==> config.mk <==
export PLATFORM = sky130hd
export DESIGN_NAME = tipi_rbus_master
export DESIGN_NICKNAME = d
export VERILOG_FILES = /design/src/rtl/tipi_rbus_pkg.sv /design/src/rtl/tipi_rbus_phase.sv /design/src/rtl/tipi_rbus_master.sv
export SDC_FILE = /design/constraint.sdc
export NUM_CORES = 1
export LEC_CHECK = 0
export CELL_PAD_IN_SITES_DETAIL_PLACEMENT = 1
export CELL_PAD_IN_SITES_GLOBAL_PLACEMENT = 2
export CORE_MARGIN = 1.5
export CORE_UTILIZATION = 37
export CTS_CLUSTER_DIAMETER = 200
export DETAILED_ROUTE_END_ITERATION = 10
export GPL_ROUTABILITY_DRIVEN = 0
export PLACE_DENSITY = 0.86
export SYNTH_ARGS = -nofsm -noshare
export SYNTH_HDL_FRONTEND = slang
export SYNTH_SLANG_ARGS = --single-unit
==> constraint.sdc <==
create_clock -name clk -period 2.6 [get_ports clk]
set_input_delay 0.52 -clock clk [delete_from_list [all_inputs] [get_ports clk]]
set_output_delay 0.52 -clock clk [all_outputs]
set_load 0.01 [all_outputs]
==> src/rtl/tipi_rbus_pkg.sv <==
// Shared types and constants for the TIPI register serial bus master.
package tipi_rbus_pkg;

    // Master sequencing states
    typedef enum logic [3:0] {
        ST_IDLE,
        ST_SETUP,
        ST_LOAD_HI,
        ST_LOAD_LO,
        ST_SHIFT_HI,
        ST_SHIFT_LO,
        ST_LATCH_HI,
        ST_LATCH_LO,
        ST_DONE
    } state_e;

    // {rt,cd} register selectors as seen by the CPLD
    localparam logic [1:0] SEL_RC = 2'b00;
    localparam logic [1:0] SEL_RD = 2'b01;
    localparam logic [1:0] SEL_TC = 2'b10;
    localparam logic [1:0] SEL_TD = 2'b11;

    // System clocks per r_clk half phase
    localparam int HALF_PERIOD_DEF = 4;

endpackage

==> src/rtl/tipi_rbus_phase.sv <==
// Half-period timer: counts HALF_PERIOD system clocks from every restart and
// flags the last cycle of the half period with a one-cycle phase_end tick.
module tipi_rbus_phase
    import tipi_rbus_pkg::*;
#(
    parameter int HALF_PERIOD = HALF_PERIOD_DEF
) (
    input  logic i_clk,
    input  logic i_reset_n,
    input  logic i_restart,
    output logic o_phase_end
);

    localparam logic [7:0] RELOAD = 8'(HALF_PERIOD - 1);

    logic [7:0] r_cnt;
    logic [7:0] w_cnt;

    // A restart counts its own cycle as the first of the half period
    assign w_cnt       = i_restart ? RELOAD : r_cnt;
    assign o_phase_end = (w_cnt == 8'd0);

    // Count down through the half period and rest at zero once it has elapsed
    always_ff @(posedge i_clk or negedge i_reset_n) begin
        if (!i_reset_n) begin
            r_cnt <= 8'd0;
        end else if (o_phase_end) begin
            r_cnt <= 8'd0;
        end else begin
            r_cnt <= w_cnt - 8'd1;
        end
    end

endmodule

==> src/rtl/tipi_rbus_master.sv <==
// TIPI register serial bus master. Turns byte-wide register commands into the
// r_clk / r_le / r_rt / r_cd / r_dout sequences the CPLD shift registers use,
// and captures the serial r_din stream for reads.
// Optional feature macro: TIPI_RBUS_POLL_EN (repeat read frames while the
// received byte equals cmd_data, responding only on the first difference).
module tipi_rbus_master
    import tipi_rbus_pkg::*;
#(
    parameter int HALF_PERIOD = HALF_PERIOD_DEF
) (
    input  logic       clk,
    input  logic       reset_n,
    input  logic       cmd_valid,
    output logic       cmd_ready,
    input  logic       cmd_write,
    input  logic       cmd_cd,
    input  logic [0:7] cmd_data,
    input  logic       cmd_poll,
    output logic       rsp_valid,
    output logic [0:7] rsp_data,
    output logic       r_clk,
    output logic       r_le,
    output logic       r_rt,
    output logic       r_cd,
    output logic       r_dout,
    input  logic       r_din
);

    state_e     r_state;
    state_e     r_prev_state;
    logic       w_restart;
    logic       w_phase_end;
    logic       r_din_s1;
    logic       r_din_s2;
    logic [0:7] r_data;
    logic [0:7] r_shift;
    logic [0:7] w_byte;
    logic       r_write;
    logic [2:0] r_bit;
    logic       w_poll_rep;
    logic [1:0] w_sel;
    logic       r_ready;
    logic       r_rsp_vld;
    logic [0:7] r_rsp_byte;
    logic       r_sclk;
    logic       r_strobe;
    logic       r_rt_q;
    logic       r_cd_q;
    logic       r_dout_q;

    assign cmd_ready = r_ready;
    assign rsp_valid = r_rsp_vld;
    assign rsp_data  = r_rsp_byte;
    assign r_clk     = r_sclk;
    assign r_le      = r_strobe;
    assign r_rt      = r_rt_q;
    assign r_cd      = r_cd_q;
    assign r_dout    = r_dout_q;

    // Register selector driven onto {rt,cd}: reads come from the TI side
    assign w_sel = cmd_write ? (cmd_cd ? SEL_RD : SEL_RC)
                             : (cmd_cd ? SEL_TD : SEL_TC);

    // Byte as it stands once the current synchronised r_din bit is shifted in
    assign w_byte = {r_shift[1:7], r_din_s2};

    // Every state change restarts the half-period timer
    assign w_restart = (r_state != r_prev_state);

    tipi_rbus_phase #(
        .HALF_PERIOD(HALF_PERIOD)
    ) u_phase (
        .i_clk      (clk),
        .i_reset_n  (reset_n),
        .i_restart  (w_restart),
        .o_phase_end(w_phase_end)
    );

`ifdef TIPI_RBUS_POLL_EN
    logic r_poll;

    // Remember whether the accepted command is a polling read
    always_ff @(posedge clk or negedge reset_n) begin
        if (!reset_n) begin
            r_poll <= 1'b0;
        end else if (cmd_valid && r_ready) begin
            r_poll <= cmd_poll & ~cmd_write;
        end
    end

    assign w_poll_rep = r_poll && (w_byte == r_data);
`else
    logic w_unused_poll;
    assign w_unused_poll = cmd_poll;
    assign w_poll_rep    = 1'b0;
`endif

    // Two-flop synchroniser for the asynchronous serial read data
    always_ff @(posedge clk or negedge reset_n) begin
        if (!reset_n) begin
            r_din_s1 <= 1'b0;
            r_din_s2 <= 1'b0;
        end else begin
            r_din_s1 <= r_din;
            r_din_s2 <= r_din_s1;
        end
    end

    // Previous state, used to detect state changes for the phase timer
    always_ff @(posedge clk or negedge reset_n) begin
        if (!reset_n) begin
            r_prev_state <= ST_IDLE;
        end else begin
            r_prev_state <= r_state;
        end
    end

    // Bus sequencer; all bus and handshake outputs are registered here
    always_ff @(posedge clk or negedge reset_n) begin
        if (!reset_n) begin
            r_state    <= ST_IDLE;
            r_ready    <= 1'b1;
            r_rsp_vld  <= 1'b0;
            r_rsp_byte <= '0;
            r_sclk     <= 1'b0;
            r_strobe   <= 1'b0;
            r_rt_q     <= 1'b0;
            r_cd_q     <= 1'b0;
            r_dout_q   <= 1'b0;
            r_write    <= 1'b0;
            r_data     <= '0;
            r_shift    <= '0;
            r_bit      <= 3'd0;
        end else begin
            r_rsp_vld <= 1'b0;
            case (r_state)
                ST_IDLE, ST_DONE: begin
                    if (cmd_valid) begin
                        r_state  <= ST_SETUP;
                        r_ready  <= 1'b0;
                        r_write  <= cmd_write;
                        r_data   <= cmd_data;
                        r_bit    <= 3'd0;
                        {r_rt_q, r_cd_q} <= w_sel;
                        r_dout_q <= cmd_write & cmd_data[0];
                    end else begin
                        r_state <= ST_IDLE;
                    end
                end
                ST_SETUP: begin
                    if (w_phase_end) begin
                        if (r_write) begin
                            r_state <= ST_SHIFT_HI;
                            r_sclk  <= 1'b1;
                        end else begin
                            r_state  <= ST_LOAD_HI;
                            r_strobe <= 1'b1;
                        end
                    end
                end
                ST_LOAD_HI: begin
                    if (w_phase_end) begin
                        r_state  <= ST_LOAD_LO;
                        r_strobe <= 1'b0;
                    end
                end
                ST_LOAD_LO: begin
                    if (w_phase_end) begin
                        r_state <= ST_SHIFT_HI;
                        r_sclk  <= 1'b1;
                    end
                end
                ST_SHIFT_HI: begin
                    if (w_phase_end) begin
                        r_state <= ST_SHIFT_LO;
                        r_sclk  <= 1'b0;
                        // Next write bit goes out as r_clk falls
                        if (r_write && (r_bit != 3'd7)) begin
                            r_dout_q <= r_data[r_bit + 3'd1];
                        end
                    end
                end
                ST_SHIFT_LO: begin
                    if (w_phase_end) begin
                        if (!r_write) begin
                            r_shift <= w_byte;
                        end
                        if (r_bit != 3'd7) begin
                            r_bit   <= r_bit + 3'd1;
                            r_state <= ST_SHIFT_HI;
                            r_sclk  <= 1'b1;
                        end else begin
                            r_bit <= 3'd0;
                            if (r_write) begin
                                r_state  <= ST_LATCH_HI;
                                r_strobe <= 1'b1;
                            end else if (w_poll_rep) begin
                                // Byte still matches: run another full read frame
                                r_state <= ST_SETUP;
                            end else begin
                                r_state    <= ST_DONE;
                                r_rsp_vld  <= 1'b1;
                                r_ready    <= 1'b1;
                                r_rsp_byte <= w_byte;
                                r_rt_q     <= 1'b0;
                                r_cd_q     <= 1'b0;
                                r_dout_q   <= 1'b0;
                            end
                        end
                    end
                end
                ST_LATCH_HI: begin
                    if (w_phase_end) begin
                        r_state  <= ST_LATCH_LO;
                        r_strobe <= 1'b0;
                    end
                end
                ST_LATCH_LO: begin
                    if (w_phase_end) begin
                        r_state   <= ST_DONE;
                        r_rsp_vld <= 1'b1;
                        r_ready   <= 1'b1;
                        r_rt_q    <= 1'b0;
                        r_cd_q    <= 1'b0;
                        r_dout_q  <= 1'b0;
                    end
                end
                default: begin
                    r_state <= ST_IDLE;
                end
            endcase
        end
    end

endmodule

==> flow_metrics.env, run 1 <==
export IMPL_fillers=717
export IMPL_ys_warn_count=0
export IMPL_min_period_ns=2.39
export IMPL_setup_viol=0
export IMPL_hold_violations=0
export IMPL_cts_root_buffer="clkbuf_8"
export IMPL_max_slew_margin_rel_pct=62.8
export IMPL_multiInputGateArea_um2=1050
export IMPL_numClockSinks=52
export IMPL_leakage_uw=0.00125
export IMPL_ant_nets=0
export IMPL_final_nets=260
export IMPL_initial_core_util_pct=38.2
export IMPL_drc=0
export IMPL_cts_max_path_buffers=2
export IMPL_grt_start_max_net_pins=53
export IMPL_synth_area_per_cell_um2=11.7
export IMPL_die_w_um=83.8
export IMPL_reg2reg_from="r_bit[0]$_DFFE_PN0P_"
export IMPL_drive_gt1_share_pct=22.7
export IMPL_grt_overflow=0
export IMPL_postSynthNetCount=226
export IMPL_finalPower_uw=2890
export IMPL_ys_seq_area_share_pct=53.9
export IMPL_htreeDepth=2
export IMPL_r2r_cells=7
export IMPL_design_core_area_um2=6310
export IMPL_critPathLaunchType="flop"
export IMPL_crit_start="r_bit[0]$_DFFE_PN0P_"
export IMPL_tightest_slew_ns=0.557
export IMPL_pin_count=30
export IMPL_worst_setup_path_type="reg -> reg"
export IMPL_worstPathArrival_ns=2.59
export IMPL_grt_usage_pct=16.1
export IMPL_synth_adder_area_share_pct=2.07
export IMPL_n_antenna_cell=0
export IMPL_slew_violations=0
export IMPL_first_global_vias=1802
export IMPL_p_per_area_nw_per_um2=987
export IMPL_finalCoreUtilization_pct=46.3
export IMPL_irDropWorstVdd_uv=376
export IMPL_drt_wl_total_um=5050
export IMPL_period_share_pct=91.9
export IMPL_required_ns=2.80
export IMPL_cp_end_kind="flop"
export IMPL_grt_pass1_wl_um=8980
export IMPL_synth_simple_gate_area_share_pct=14.4
export IMPL_outcome="completed"
export IMPL_path_max_fanout=7
export IMPL_worst_path_most_repeated_cell="ha_1"
export IMPL_cts_made_buffers=5
export IMPL_seqCellArea_um2=1300
export IMPL_synth_edff_count=0
export IMPL_layout_commonest_cell="dfrtp_1"
export IMPL_via_count=1703
export IMPL_fp_row_count=29
export IMPL_synth_top_family_by_area="multiplexers"
export IMPL_fp_dieArea_um2=7020
export IMPL_drt_pass1_iterations=4
export IMPL_synth_cells=207
export IMPL_drt_iter0_drc=47
export IMPL_hpwlAfterDp_um=3610
export IMPL_layout_common_cells="51 x dfrtp_1, 27 x mux2_2, 27 x clkdlybuf4s50_1"
export IMPL_crit_end="r_dout$_DFFE_PN0P_"
export IMPL_cts_resized=0
export IMPL_wl_per_cell_um=15.8
export IMPL_cp_slowest_cell="dfrtp_1"
export IMPL_ff2ff_setup_slack_ns=0.21
export IMPL_clk_pin_slew_worst_paths_ns=0.10
export IMPL_finalClockSkew_ns=0.00886
export IMPL_ys_types=41
export IMPL_reg2reg_to="r_dout$_DFFE_PN0P_"
export IMPL_synth_area_um2=2410
export IMPL_hold_buffers=0
export IMPL_viasPerCell=5.34
export IMPL_maxCapViolCount=0
export IMPL_synth_ff_type="dfrtp_1"
export IMPL_area_delta_synth_final_pct=21.1
export IMPL_die_h_um=83.8
export IMPL_fmax_mhz=418
export IMPL_clk_latency_ns=0.31
export IMPL_io_buffers=28
export IMPL_async_flop_share_pct=100
export IMPL_muxShareOfSynthArea_pct=15.1
export IMPL_hp_class="in -> async"
export IMPL_cts_setup_buffers=0
export IMPL_critical_path_max_stage_delay_ns=0.47
export IMPL_worstPathCellList="ha_1 -> ha_1 -> or3b_2 -> a211o_1 -> o2bb2ai_1 -> nor3_1 -> mux2_2"
export IMPL_cts_tree="yes"
export IMPL_synth_xor_area_share_pct=2.18
export IMPL_grt_antenna_before_repair=0
export IMPL_ys_seq_elements=52
export IMPL_rsz0062_at_grt="no"
export IMPL_synth_compound_area_share_pct=9.95
export IMPL_setup_tns_ns=0
-- registers in the layout, summed over array words and instances, names as in the netlist --
signal	flops
cmd_ready	1
r_bit	3
r_cd	1
r_clk	1
r_data	8
r_din_s1	1
r_din_s2	1
r_dout	1
r_le	1
r_prev_state	4
r_rt	1
r_shift	7
r_state	4
r_write	1
rsp_data	8
rsp_valid	1
u_phase.r_cnt	8
-- metrics by stage --
step / area (um^2) / setup slack, ns / hold slack [ns] / std cells
floorplan: 2410 / 0.211 / 0.224 / 207
global placement: 2830 / 0.258 / 0.333 / 311
detailed placement: 2830 / 0.192 / 0.336 / 311
CTS: 2920 / 0.181 / 0.189 / 319
global route: 2920 / 0.0152 / 0.196 / 319
finish: 2920 / 0.210 / 0.183 / 319
-- cell families after synthesis --
family | Yosys count
and+or+nand+nor | 61
DFF | 52
xor gates and xnor gates | 6
AOI/OAI and AO/OA | 36
buffers and inverters | 15
muxes | 33
adders and majority gates | 4
-- worst min path at each step --
stage / cells past startpoint / end / startpoint
final: 2 / rsp_data[3]$_DFFE_PN0P_ / reset_n
after global routing: 2 / rsp_data[3]$_DFFE_PN0P_ / reset_n
after CTS: 2 / rsp_data[3]$_DFFE_PN0P_ / reset_n
after detailed placement: 0 / r_din_s2$_DFF_PN0_ / r_din_s1$_DFF_PN0_
after global placement: 0 / r_din_s2$_DFF_PN0_ / r_din_s1$_DFF_PN0_
after floorplan: 0 / r_bit[0]$_DFFE_PN0P_ / reset_n
-- per-layer routing --
| layer | GRT usage (%) | up-vias | wire length, um |
|---|---|---|---|
| met5 | 0 | - | 0 |
| met4 | 5.37 | 0 | 76 |
| met3 | 2.77 | 8 | 144 |
| met2 | 25.7 | 33 | 2430 |
| met1 | 22.2 | 851 | 2400 |
| li1 | - | 811 | - |
-- synth_stat cells (3+ instances only) --
cell	n	area (um^2)
a21oi_1	10	50.1
inv_1	4	15.0
nand2_1	11	41.3
ha_1	4	50.1
o31ai_1	3	22.5
mux2i_1	6	60.1
xnor2_1	6	52.6
o211ai_1	3	22.5
mux2_2	27	304
dfrtp_1	51	1280
nor3_1	9	45.0
nand3_1	7	35.0
o21ai_0	7	35.0
clkbuf_1	10	37.5
nor2_1	16	60.1
-- report_power, final --
group          internal, uW  total [uW]  switching [uW]
logic                   551        1240             687
registers              1020        1180             162
clock network           191         470             279
total                  1760        2890            1130
-- critical path, delay by kind of cell (launching register included) --
| family | cells | cell delay, ns |
|---|---|---|
| AOI/OAI and AO/OA | 2 | 0.42 |
| adders and majority gates | 2 | 0.43 |
| DFF | 1 | 0.47 |
| muxes | 1 | 0.36 |
| and+or+nand+nor | 2 | 0.61 |
-- area by class of cell --
class                   count  area share, %
clock inverters             3          0.813
inverters                   4          0.513
clock buffers               5           2.35
well taps                  77           3.29
multi-input cells         140           36.1
repair buffers             38           12.4
flip-flops and latches     52           44.5
(Power assumes the default switching activity.)
==> inputs of run 2 (changes only) <==
CTS_CLUSTER_SIZE = 20   (was default)
==> results of run 2 <==
Same layout as run 1: the final DEF is identical, and so are final timing and power.
